<file path="src/rtl/visitor_pkg.sv">
// visitor_pkg: types and constants shared by the visitor counter arbiter.
//   state_t   : arbiter FSM states
//   SEL_ENTRY : mux select for the entry path (i0)
//   SEL_EXIT  : mux select for the exit path (i1)
package visitor_pkg;

  typedef enum logic [1:0] {
    IDLE  = 2'd0,
    GRANT = 2'd1,
    HOLD  = 2'd2
  } state_t;

  localparam logic SEL_ENTRY = 1'b0;
  localparam logic SEL_EXIT  = 1'b1;

endpackage

</file>
<file path="src/rtl/sync_edge_det.sv">
// sync_edge_det: 2-flop synchroniser for an asynchronous level input,
// followed by a rising-edge detector on the synchronised value.
//   clk : system clock, rising edge
//   rst : asynchronous active-high reset
//   din : asynchronous level input
//   evt : single-cycle pulse on each synchronised 0->1 transition
module sync_edge_det (
  input  logic clk,
  input  logic rst,
  input  logic din,
  output logic evt
);

  logic s1;
  logic s2;
  logic prev;

  always_ff @(posedge clk or posedge rst) begin
    if (rst) begin
      s1   <= 1'b0;
      s2   <= 1'b0;
      prev <= 1'b0;
    end else begin
      s1   <= din;
      s2   <= s1;
      prev <= s2;
    end
  end

  assign evt = s2 & ~prev;

endmodule

</file>
<file path="src/rtl/visitor_mux_arbiter.sv">
// visitor_mux_arbiter: arbitrates entry/exit sensor events onto the shared
// 2:1 mux path and maintains the saturating occupancy count.
//   clk       : system clock, rising edge
//   rst       : asynchronous active-high reset
//   sens_in   : entry sensor level (asynchronous)
//   sens_out  : exit sensor level (asynchronous)
//   sel       : registered mux select (0 = entry/i0, 1 = exit/i1)
//   grant_vld : one-cycle pulse, the event selected by sel is serviced
//   cnt       : registered occupancy
//   full      : cnt == MAX_COUNT
//   empty     : cnt == 0
//   ovf       : one-cycle pulse, entry dropped because count was full
//   unf       : one-cycle pulse, exit dropped because count was empty
//   busy      : arbiter in GRANT or HOLD
module visitor_mux_arbiter
  import visitor_pkg::*;
#(
  parameter int unsigned CNT_W       = 8,
  parameter int unsigned MAX_COUNT   = 99,
  parameter int unsigned HOLD_CYCLES = 2
) (
  input  logic             clk,
  input  logic             rst,
  input  logic             sens_in,
  input  logic             sens_out,
  output logic             sel,
  output logic             grant_vld,
  output logic [CNT_W-1:0] cnt,
  output logic             full,
  output logic             empty,
  output logic             ovf,
  output logic             unf,
  output logic             busy
);

  localparam int unsigned HW = (HOLD_CYCLES > 1) ? $clog2(HOLD_CYCLES) : 1;
  localparam logic [HW-1:0] HOLD_LOAD =
    (HOLD_CYCLES != 0) ? HW'(HOLD_CYCLES - 1) : '0;
  localparam logic [CNT_W-1:0] MAX_C = CNT_W'(MAX_COUNT);

  state_t        state;
  logic [HW-1:0] hold_cnt;
  logic          last_sel;
  logic          pend_in;
  logic          pend_out;
  logic          evt_in;
  logic          evt_out;
  logic          grant_now;
  logic          choose_exit;
  logic          clr_in;
  logic          clr_out;

  sync_edge_det u_sync_in (
    .clk (clk),
    .rst (rst),
    .din (sens_in),
    .evt (evt_in)
  );

  sync_edge_det u_sync_out (
    .clk (clk),
    .rst (rst),
    .din (sens_out),
    .evt (evt_out)
  );

  // On a tie the source opposite the previous grant wins.
  always_comb begin
    grant_now   = 1'b0;
    choose_exit = SEL_ENTRY;
    if (state == IDLE && (pend_in || pend_out)) begin
      grant_now = 1'b1;
      if (pend_in && pend_out) choose_exit = ~last_sel;
      else                     choose_exit = pend_out;
    end
    clr_in  = grant_now & (choose_exit == SEL_ENTRY);
    clr_out = grant_now & (choose_exit == SEL_EXIT);
  end

  // A new event in the clear cycle keeps the flag set; repeats merge.
  always_ff @(posedge clk or posedge rst) begin
    if (rst) begin
      pend_in  <= 1'b0;
      pend_out <= 1'b0;
    end else begin
      pend_in  <= (pend_in  & ~clr_in)  | evt_in;
      pend_out <= (pend_out & ~clr_out) | evt_out;
    end
  end

  always_ff @(posedge clk or posedge rst) begin
    if (rst) begin
      state    <= IDLE;
      hold_cnt <= '0;
    end else begin
      case (state)
        IDLE: begin
          if (grant_now) state <= GRANT;
        end
        GRANT: begin
          if (HOLD_CYCLES != 0) begin
            state    <= HOLD;
            hold_cnt <= HOLD_LOAD;
          end else begin
            state <= IDLE;
          end
        end
        HOLD: begin
          if (hold_cnt == '0) state <= IDLE;
          else                hold_cnt <= hold_cnt - HW'(1);
        end
        default: state <= IDLE;
      endcase
    end
  end

  always_ff @(posedge clk or posedge rst) begin
    if (rst) begin
      sel       <= SEL_ENTRY;
      last_sel  <= SEL_EXIT;
      grant_vld <= 1'b0;
      ovf       <= 1'b0;
      unf       <= 1'b0;
      cnt       <= '0;
    end else begin
      grant_vld <= grant_now;
      ovf       <= 1'b0;
      unf       <= 1'b0;
      if (grant_now) begin
        sel      <= choose_exit;
        last_sel <= choose_exit;
        if (choose_exit == SEL_EXIT) begin
          if (cnt != '0) cnt <= cnt - CNT_W'(1);
          else           unf <= 1'b1;
        end else begin
          if (cnt != MAX_C) cnt <= cnt + CNT_W'(1);
          else              ovf <= 1'b1;
        end
      end
    end
  end

  assign full  = (cnt == MAX_C);
  assign empty = (cnt == '0);
  assign busy  = (state != IDLE);

endmodule

</file>
<file path="config.mk">
export PLATFORM = sky130hd
export DESIGN_NAME = visitor_mux_arbiter
export DESIGN_NICKNAME = d
export VERILOG_FILES = /design/src/rtl/visitor_pkg.sv /design/src/rtl/sync_edge_det.sv /design/src/rtl/visitor_mux_arbiter.sv
export SDC_FILE = /design/constraint.sdc
export NUM_CORES = 1
export LEC_CHECK = 0
export CORE_MARGIN = 5
export CORE_UTILIZATION = 30
export CTS_CLUSTER_DIAMETER = 50
export CTS_CLUSTER_SIZE = 16
export DETAILED_ROUTE_END_ITERATION = 10
export SLEW_MARGIN = 20
export SYNTH_ARGS = -nofsm -noshare
export SYNTH_HDL_FRONTEND = slang
export SYNTH_SLANG_ARGS = --single-unit
export TNS_END_PERCENT = 10
</file>
<file path="constraint.sdc">
create_clock -name clk -period 2.36 [get_ports clk]
set_clock_uncertainty 0.2 [all_clocks]
set_input_delay 0.472 -clock clk [delete_from_list [all_inputs] [get_ports clk]]
set_output_delay 0.472 -clock clk [all_outputs]
set_load 0.02 [all_outputs]
</file>
==> key figures, run 1 <==
Status
  • Status: finished clean

Final layout
  • Diodes inserted: 0
  • Share of layout cells above drive strength 1: 38.6%
  • Area delta synth->final: 50.7%
  • Final-stage net count: 169
  • Final Instance Area: 0.00179 mm^2
  • Fin util: 47.7%

Synthesis
  • Syn Area/Cell: 11.1 um^2
  • Number of synthesis warnings: 0
  • Register bit total from synthesis: 24
  • Cell with the most instances after synthesis: dfrtp_1
  • Ranking of synthesized cells by area: dfrtp_1, ha_1, mux2_2, o21ai_0, nand2_1
  • Area leader, netlist: dfrtp_1
  • Synth Flop Type: dfrtp_1
  • Distinct cell type count after synthesis: 28
  • Synth async-reset ratio: 100%
  • Seq/Total Area, Yosys: 50.8%
  • Post-synth top cells: dfrtp_1, nand2_1, ha_1, inv_1, o21ai_0
  • Mapped Area: 0.00118 mm^2
  • Cells after Synth: 107
  • Synth Net Count: 122
  • Yosys top cell area share: 48.6%
  • Number of flops mapped to enable cells by yosys: 0

Clock network
  • Max clock buf depth: 2
  • Hold_buf cts: 0
  • Num CTS Buffers: 3
  • CTS tree: built
  • CTS root buf: clkbuf_8
  • Worst skew pair latency: 260 ps
  • CTS clk-pin slew, worst paths: 80 ps
  • H-tree lvl count: 1
  • Clk sink count: 24

STA
  • RSZ-0062 raised after global routing: true
  • Normalized max-slew margin: 76.5%
  • Setup violations, final: 0
  • Slew Limit Fails: 0
  • Tightest Pin Transition: 352 ps
  • Post-route minimum period: 2300 ps
  • Fin. Hold Viols: 0
  • Tcrit/Tclk final: 97.6%
  • Fmax: 0.434 GHz

Global routing
  • Antenna violations before repair: 0
  • Tot GR Track Use: 9.82%
  • Vias in the first global route: 966
  • GRT overflow: 0
  • First-pass GRT wire length: 4140 um
  • Largest net degree at the start of global routing: 16

Setup path
  • CP Capture Point: cnt[6]$_DFFE_PP0P_
  • CP required: 2310 ps
  • Reg2Reg Launch Point: last_sel$_DFFE_PP1P_
  • Worst Reg-to-Reg Cells: 9
  • CP arrival: 2250 ps
  • Worst Path Max Fanout: 4
  • Setup crit start kind: flip-flop
  • Worst path depth: 9
  • CP startpoint: last_sel$_DFFE_PP1P_
  • R2R Path End: cnt[6]$_DFFE_PP0P_
  • CP Class: reg2reg
  • Crit-path cells: nand2_1 -> nand3_4 -> clkinv_2 -> fa_2 -> a21oi_2 -> o211ai_1 -> a21oi_1 -> xnor2_1 -> mux2_2
  • Crit-path max cell delay: 540 ps
  • Worst reg2reg setup slack: 60 ps
  • CP max-delay cell: dfstp_2
  • Setup crit end kind: flip-flop
  • Crit path max-delay family: flip-flops
  • Bufs and invs on worst path: 1

Floorplanning
  • Number of core rows: 22
  • Starting Density: 31.7%
  • Area of the die: 0.00531 mm^2
  • Die X: 72.8 um
  • Core area: 0.00374 mm^2
  • Boundary pin count: 19
  • Vert. Die Dim: 72.8 um

Placed design
  • DP HPWL: 1990 um
  • Routability cong.: 0.761
  • Dpl cell area: 0.00162 mm^2
  • Port buffer count: 18

Worst hold path
  • Min-delay worst type: reg2reg
  • WHS Path Cells: 0

Drt
  • Vias per Instance: 4.51
  • Iteration-0 DRC Markers: 52
  • Vias: 906
  • Drt drc: 0
  • Final ANT Viol Nets: 0
  • Total wire length: 2510 um
  • DR WL/cell: 12.5 um
  • DRT Pass-1 Iters: 2

Pwr
  • LEAKAGE: 0.798 nW
  • Pwr dens: 1640 mW/mm^2
  • VDD IR max: 886 uV

Run
  • Max-cap viol count: 0
-- layer usage --
metal	routed length (um)	share of wire [%]	track usage, %
met5	0	0	0
met4	8	0.32	1.23
met3	103	4.1	2.62
met2	1290	51	18.4
met1	1110	44	11.3
-- layout by cell type, fill, tap and decap left out, drive strengths merged --
cell type      netlist  final
or3                  1      1
fa                   1      1
or4                  2      2
xnor2                3      3
clkbuf               1      5
buf                  0     24
nor2b                2      2
clkdlybuf4s15        0      1
nand4                1      1
dfstp                1      1
ha                  10     10
mux2                 6      6
inv                 10      9
and3                 1      1
dfrtp               23     23
clkdlybuf4s50        0     15
nand3                2      2
a22o                 1      1
a21oi                5      5
o2111a               1      1
nor2                 4      4
o21ai               11     11
dlymetal6s2s         0      1
mux2i                1      1
nor3                 1      1
xor2                 4      4
clkinv               0      2
o211ai               1      1
a211oi               1      1
and2                 1      1
nand2               12     12
-- worst min path at each step --
stage	from	end
after CTS	u_sync_in.s1$_DFF_PP0_	u_sync_in.s2$_DFF_PP0_
final	u_sync_in.s1$_DFF_PP0_	u_sync_in.s2$_DFF_PP0_
after global routing	u_sync_in.s1$_DFF_PP0_	u_sync_in.s2$_DFF_PP0_
after detailed placement	u_sync_in.s1$_DFF_PP0_	u_sync_in.s2$_DFF_PP0_
after global placement	u_sync_out.s1$_DFF_PP0_	u_sync_out.s2$_DFF_PP0_
after floorplan	u_sync_in.s1$_DFF_PP0_	u_sync_in.s2$_DFF_PP0_
-- stage by stage --
| stage | worst slack, ps | instances | power (mW) | hold slack, ps | setup TNS (ps) |
|---|---|---|---|---|---|
| CTS | -10.3 | 199 | 2.74 | 157 | -19.3 |
| floorplan | 9.11 | 107 | 1.70 | 131 | 0 |
| finish | 56.0 | 201 | 2.93 | 154 | 0 |
| detailed placement | -42.4 | 195 | 2.43 | 138 | -96.8 |
| global route | -37.5 | 201 | 3.18 | 160 | -56.8 |
| global placement | -15.5 | 195 | 2.37 | 132 | -16.5 |
-- report_power, final --
| part | leakage (nW) | internal (mW) | switching [mW] |
|---|---|---|---|
| registers | 0.286 | 0.569 | 0.0851 |
| logic | 0.483 | 1.05 | 0.958 |
| clock network | 0.0288 | 0.148 | 0.119 |
| total | 0.798 | 1.77 | 1.16 |
-- logic make-up (layout without fill, tap and decap cells) --
family | Yosys count | after routing | share of synthesized area [%]
AND/OR/NAND/NOR | 27 | 27 | 10.8
flip-flops | 24 | 24 | 50.8
AO/OA/AOI/OAI | 20 | 20 | 10.7
adder cells (fa/ha/maj) | 11 | 11 | 12.2
buffers and inverters | 11 | 57 | 3.48
XOR/XNOR | 7 | 7 | 5.17
multiplexers | 7 | 7 | 6.86
-- state kept, by name (all words and copies together) (netlist names) --
name / cells
u_sync_out.prev: 1
u_sync_in.prev: 1
cnt: 8
ovf: 1
unf: 1
last_sel: 1
u_sync_in.s2: 1
hold_cnt: 1
pend_in: 1
pend_out: 1
u_sync_in.s1: 1
grant_vld: 1
u_sync_out.s2: 1
u_sync_out.s1: 1
sel: 1
state: 2
-- cell type report --
type / count / area, um^2
Clock buffer: 4 / 55.1
Fill cell: 346 / 1960
Inverter: 10 / 42.5
Multi-Input combinational cell: 72 / 662
Sequential cell: 24 / 602
Tap cell: 48 / 60.1
Timing Repair Buffer: 42 / 359
Timing Repair inverter: 1 / 5.00
-- what timing repair did --
item | 4_1_cts | 5_1_grt
setup buffers | 0 | 1
gates cloned | 0 | 1
gates resized for setup | 8 | 21
endpoints found under the setup margin | 6 | 7
pin swaps | 0 | 4
No activity file was read; power rests on OpenSTA's default activity.
==> run 2, diff against run 1 <==
--- a/config.mk
+++ b/config.mk
@@ -5,6 +5,7 @@
 export SDC_FILE = /design/constraint.sdc
 export NUM_CORES = 1
 export LEC_CHECK = 0
+export ABC_AREA = 1
 export CORE_MARGIN = 5
 export CORE_UTILIZATION = 30
 export CTS_CLUSTER_DIAMETER = 50
==> run 2 against run 1 <==
Net effect: total power fell by 4.9%; non-clock buffer count fell by 21; largest cell class unchanged; worst hold slack worse by 0.57 ps; design area fell by 0.63%; via count rose by 14%.
==> key figures, run 2 <==
Clock network
  • Max clock buf depth: 2
  • Clk sink count: 24
  • CTS root buf: clkbuf_8
  • CTS tree: built
  • Worst skew pair latency: 260 ps
  • H-tree lvl count: 1
  • Num CTS Buffers: 3
  • CTS clk-pin slew, worst paths: 80 ps

Final layout
  • Fin util: 40.2%
  • Diodes inserted: 0
  • Most common cell after layout, fill and taps aside: nand2_1
  • Biggest regs: cnt: 8 flops, state: 2 flops
  • Largest register FFs: 8
  • Area delta synth->final: 28.8%
  • Share of layout cells above drive strength 1: 18.8%
  • Post-Layout Cell Count: 233
  • Final-stage net count: 197
  • Fillers: 434
  • Area of the multi-input gates: 737 um^2
  • Largest register by flop count: cnt
  • Most frequent cells in the layout: nand2_1, dfrtp_1, inv_1
  • Register area: 602 um^2

Global routing
  • First-pass GRT wire length: 4120 um
  • Tot GR Track Use: 8.27%
  • GRT overflow: 0
  • Antenna violations before repair: 0
  • Largest net degree at the start of global routing: 25
  • Vias in the first global route: 965

Placed design
  • Pre-CTS setup slack: 55.6 ps
  • DP HPWL: 1850 um
  • Port buffer count: 18
  • Routability cong.: 0.820
  • Cell Count Post-Placement: 229

Floorplanning
  • Starting Density: 31.2%
  • Die X: 77.8 um
  • Number of core rows: 24
  • Area of the die: 0.00605 mm^2
  • Vert. Die Dim: 77.8 um
  • Boundary pin count: 19
  • Core area: 0.00441 mm^2

Setup path
  • CP arrival: 2150 ps
  • Worst Path Max Fanout: 8
  • Crit-path max cell delay: 390 ps
  • Crit-path cells: inv_1 -> ha_4 -> nand3_4 -> inv_4 -> ha_4 -> or2_1 -> nand2_1 -> xor2_1 -> o21ai_2
  • CP Class: reg2reg
  • Setup crit end kind: flip-flop
  • Most used cell, CP: ha_4
  • CP startpoint: state[1]$_DFFE_PP0P_
  • CP max-delay cell: dfrtp_1
  • CP required: 2320 ps
  • Reg2Reg Launch Point: state[1]$_DFFE_PP0P_
  • Worst Reg-to-Reg Cells: 9
  • Setup crit start kind: flip-flop

Synthesis
  • Cell with the most instances after synthesis: nand2_1
  • Synth Net Count: 172
  • Mapped Area: 0.00138 mm^2
  • Ranking of synthesized cells by area: dfrtp_1, nand2_1, ha_1, inv_1, nor2_1
  • Yosys top cell area share: 41.8%
  • Synth async-reset ratio: 100%
  • Number of synthesis warnings: 0
  • Post-synth top cells: nand2_1, dfrtp_1, inv_1
  • Seq/Total Area, Yosys: 43.7%
  • Register bit total from synthesis: 24
  • Number of flops mapped to enable cells by yosys: 0
  • Syn Area/Cell: 8.77 um^2
  • Distinct cell type count after synthesis: 28
  • Cells after Synth: 157
  • Area leader, netlist: dfrtp_1
  • Synth Flop Type: dfrtp_1

Drt
  • DRT Pass-1 Iters: 4
  • Total wire length: 2450 um
  • Iteration-0 DRC Markers: 25
  • DR WL/cell: 10.5 um
  • Drt drc: 0
  • Final ANT Viol Nets: 0
  • Vias: 1032
  • Vias per Instance: 4.43

STA
  • Final worst slack: 167 ps
  • Normalized max-slew margin: 72.2%
  • Fin. Hold Viols: 0
  • Fmax: 0.456 GHz
  • Slew Limit Fails: 0
  • Setup tns final: 0 ps
  • Post-route minimum period: 2190 ps
  • Tightest Pin Transition: 413 ps
  • Setup violations, final: 0
  • Tcrit/Tclk final: 92.9%

Pwr
  • LEAKAGE: 0.882 nW
  • Pwr dens: 1570 mW/mm^2
  • VDD IR max: 544 uV

Status
  • Status: finished clean

Worst hold path
  • Source of the worst hold timing path: u_sync_out.s1$_DFF_PP0_
  • WHS Path Cells: 0
  • Min-delay worst type: reg2reg

Run
  • Max-cap viol count: 0
==> run 2: cell count changes in the layout (fill, tap and decap cells not counted), sizes merged, moves of 3 or more <==
cell	previous run	this run
nor2	4	13
dlygate4sd2	0	3
nand3	2	8
nand2	12	50
buf	24	3
o21ai	11	5
mux2	6	0
inv	9	26
==> run 2: worst max-delay path: cells and delay by family (launching register included) <==
kind | cells | cell delay (ps)
fa+ha+maj | 2 | 430
xor+xnor | 1 | 210
simple gates | 3 | 460
compound gates | 1 | 80
buf+inv | 2 | 310
flops | 1 | 390
==> run 2: where the power goes <==
part / total, mW / internal [mW] / switching, mW
combinational: 1.71 / 0.755 / 0.955
clock: 0.350 / 0.226 / 0.123
sequential: 0.729 / 0.566 / 0.163
total: 2.79 / 1.55 / 1.24
==> run 2: per-layer routing <==
layer  wire (um)  share of wire (%)  track usage, %
met1        1190                 49            10.6
met2        1070                 44            13.1
met3         158                6.4            3.13
met4          29                1.2            2.06
met5           0                  0               0
==> run 2: cell type report <==
class,instances,share of cell area [%]
clock buffer,3,2.33
inverter,26,5.64
multi-input combinational,106,41.5
sequential,24,33.9
clock inverter,1,1.69
tap,52,3.67
timing repair buffer,21,11.2
==> run 2: path summary, 6_finish.rpt <==
kind / to / slack, ps
worst min-delay path: u_sync_out.s2$_DFF_PP0_ / 150
worst max-delay path: cnt[3]$_DFFE_PP0P_ / 170
min in group asynchronous: cnt[4]$_DFFE_PP0P_ / 340
worst min register to register: u_sync_out.s2$_DFF_PP0_ / 150
worst max register to register: cnt[3]$_DFFE_PP0P_ / 170
max in group asynchronous: last_sel$_DFFE_PP1P_ / 1320
==> run 2: logic make-up after synthesis <==
logic type                 share of synthesized area (%)
and+or+nand+nor                                     28.4
AOI/OAI and AO/OA                                   6.54
DFF                                                 43.7
buffers and inverters                               8.26
adders and majority gates                           10.5
xor gates and xnor gates                            2.54
==> run 2: timing repair <==
item	in CTS	in global routing
pin swaps	0	0
hold endpoints to repair	0	0
endpoints found under the setup margin	3	5
resized for setup	3	10
hold buffers	0	0
setup buffers	0	0
==> run 2: metrics by stage <==
stage	cell area, um^2	hold WS [ps]	total power, mW
floorplan	1380	131	1.89
global placement	1630	133	2.28
detailed placement	1630	135	2.29
CTS	1700	156	2.65
global route	1770	160	3.06
finish	1770	153	2.79
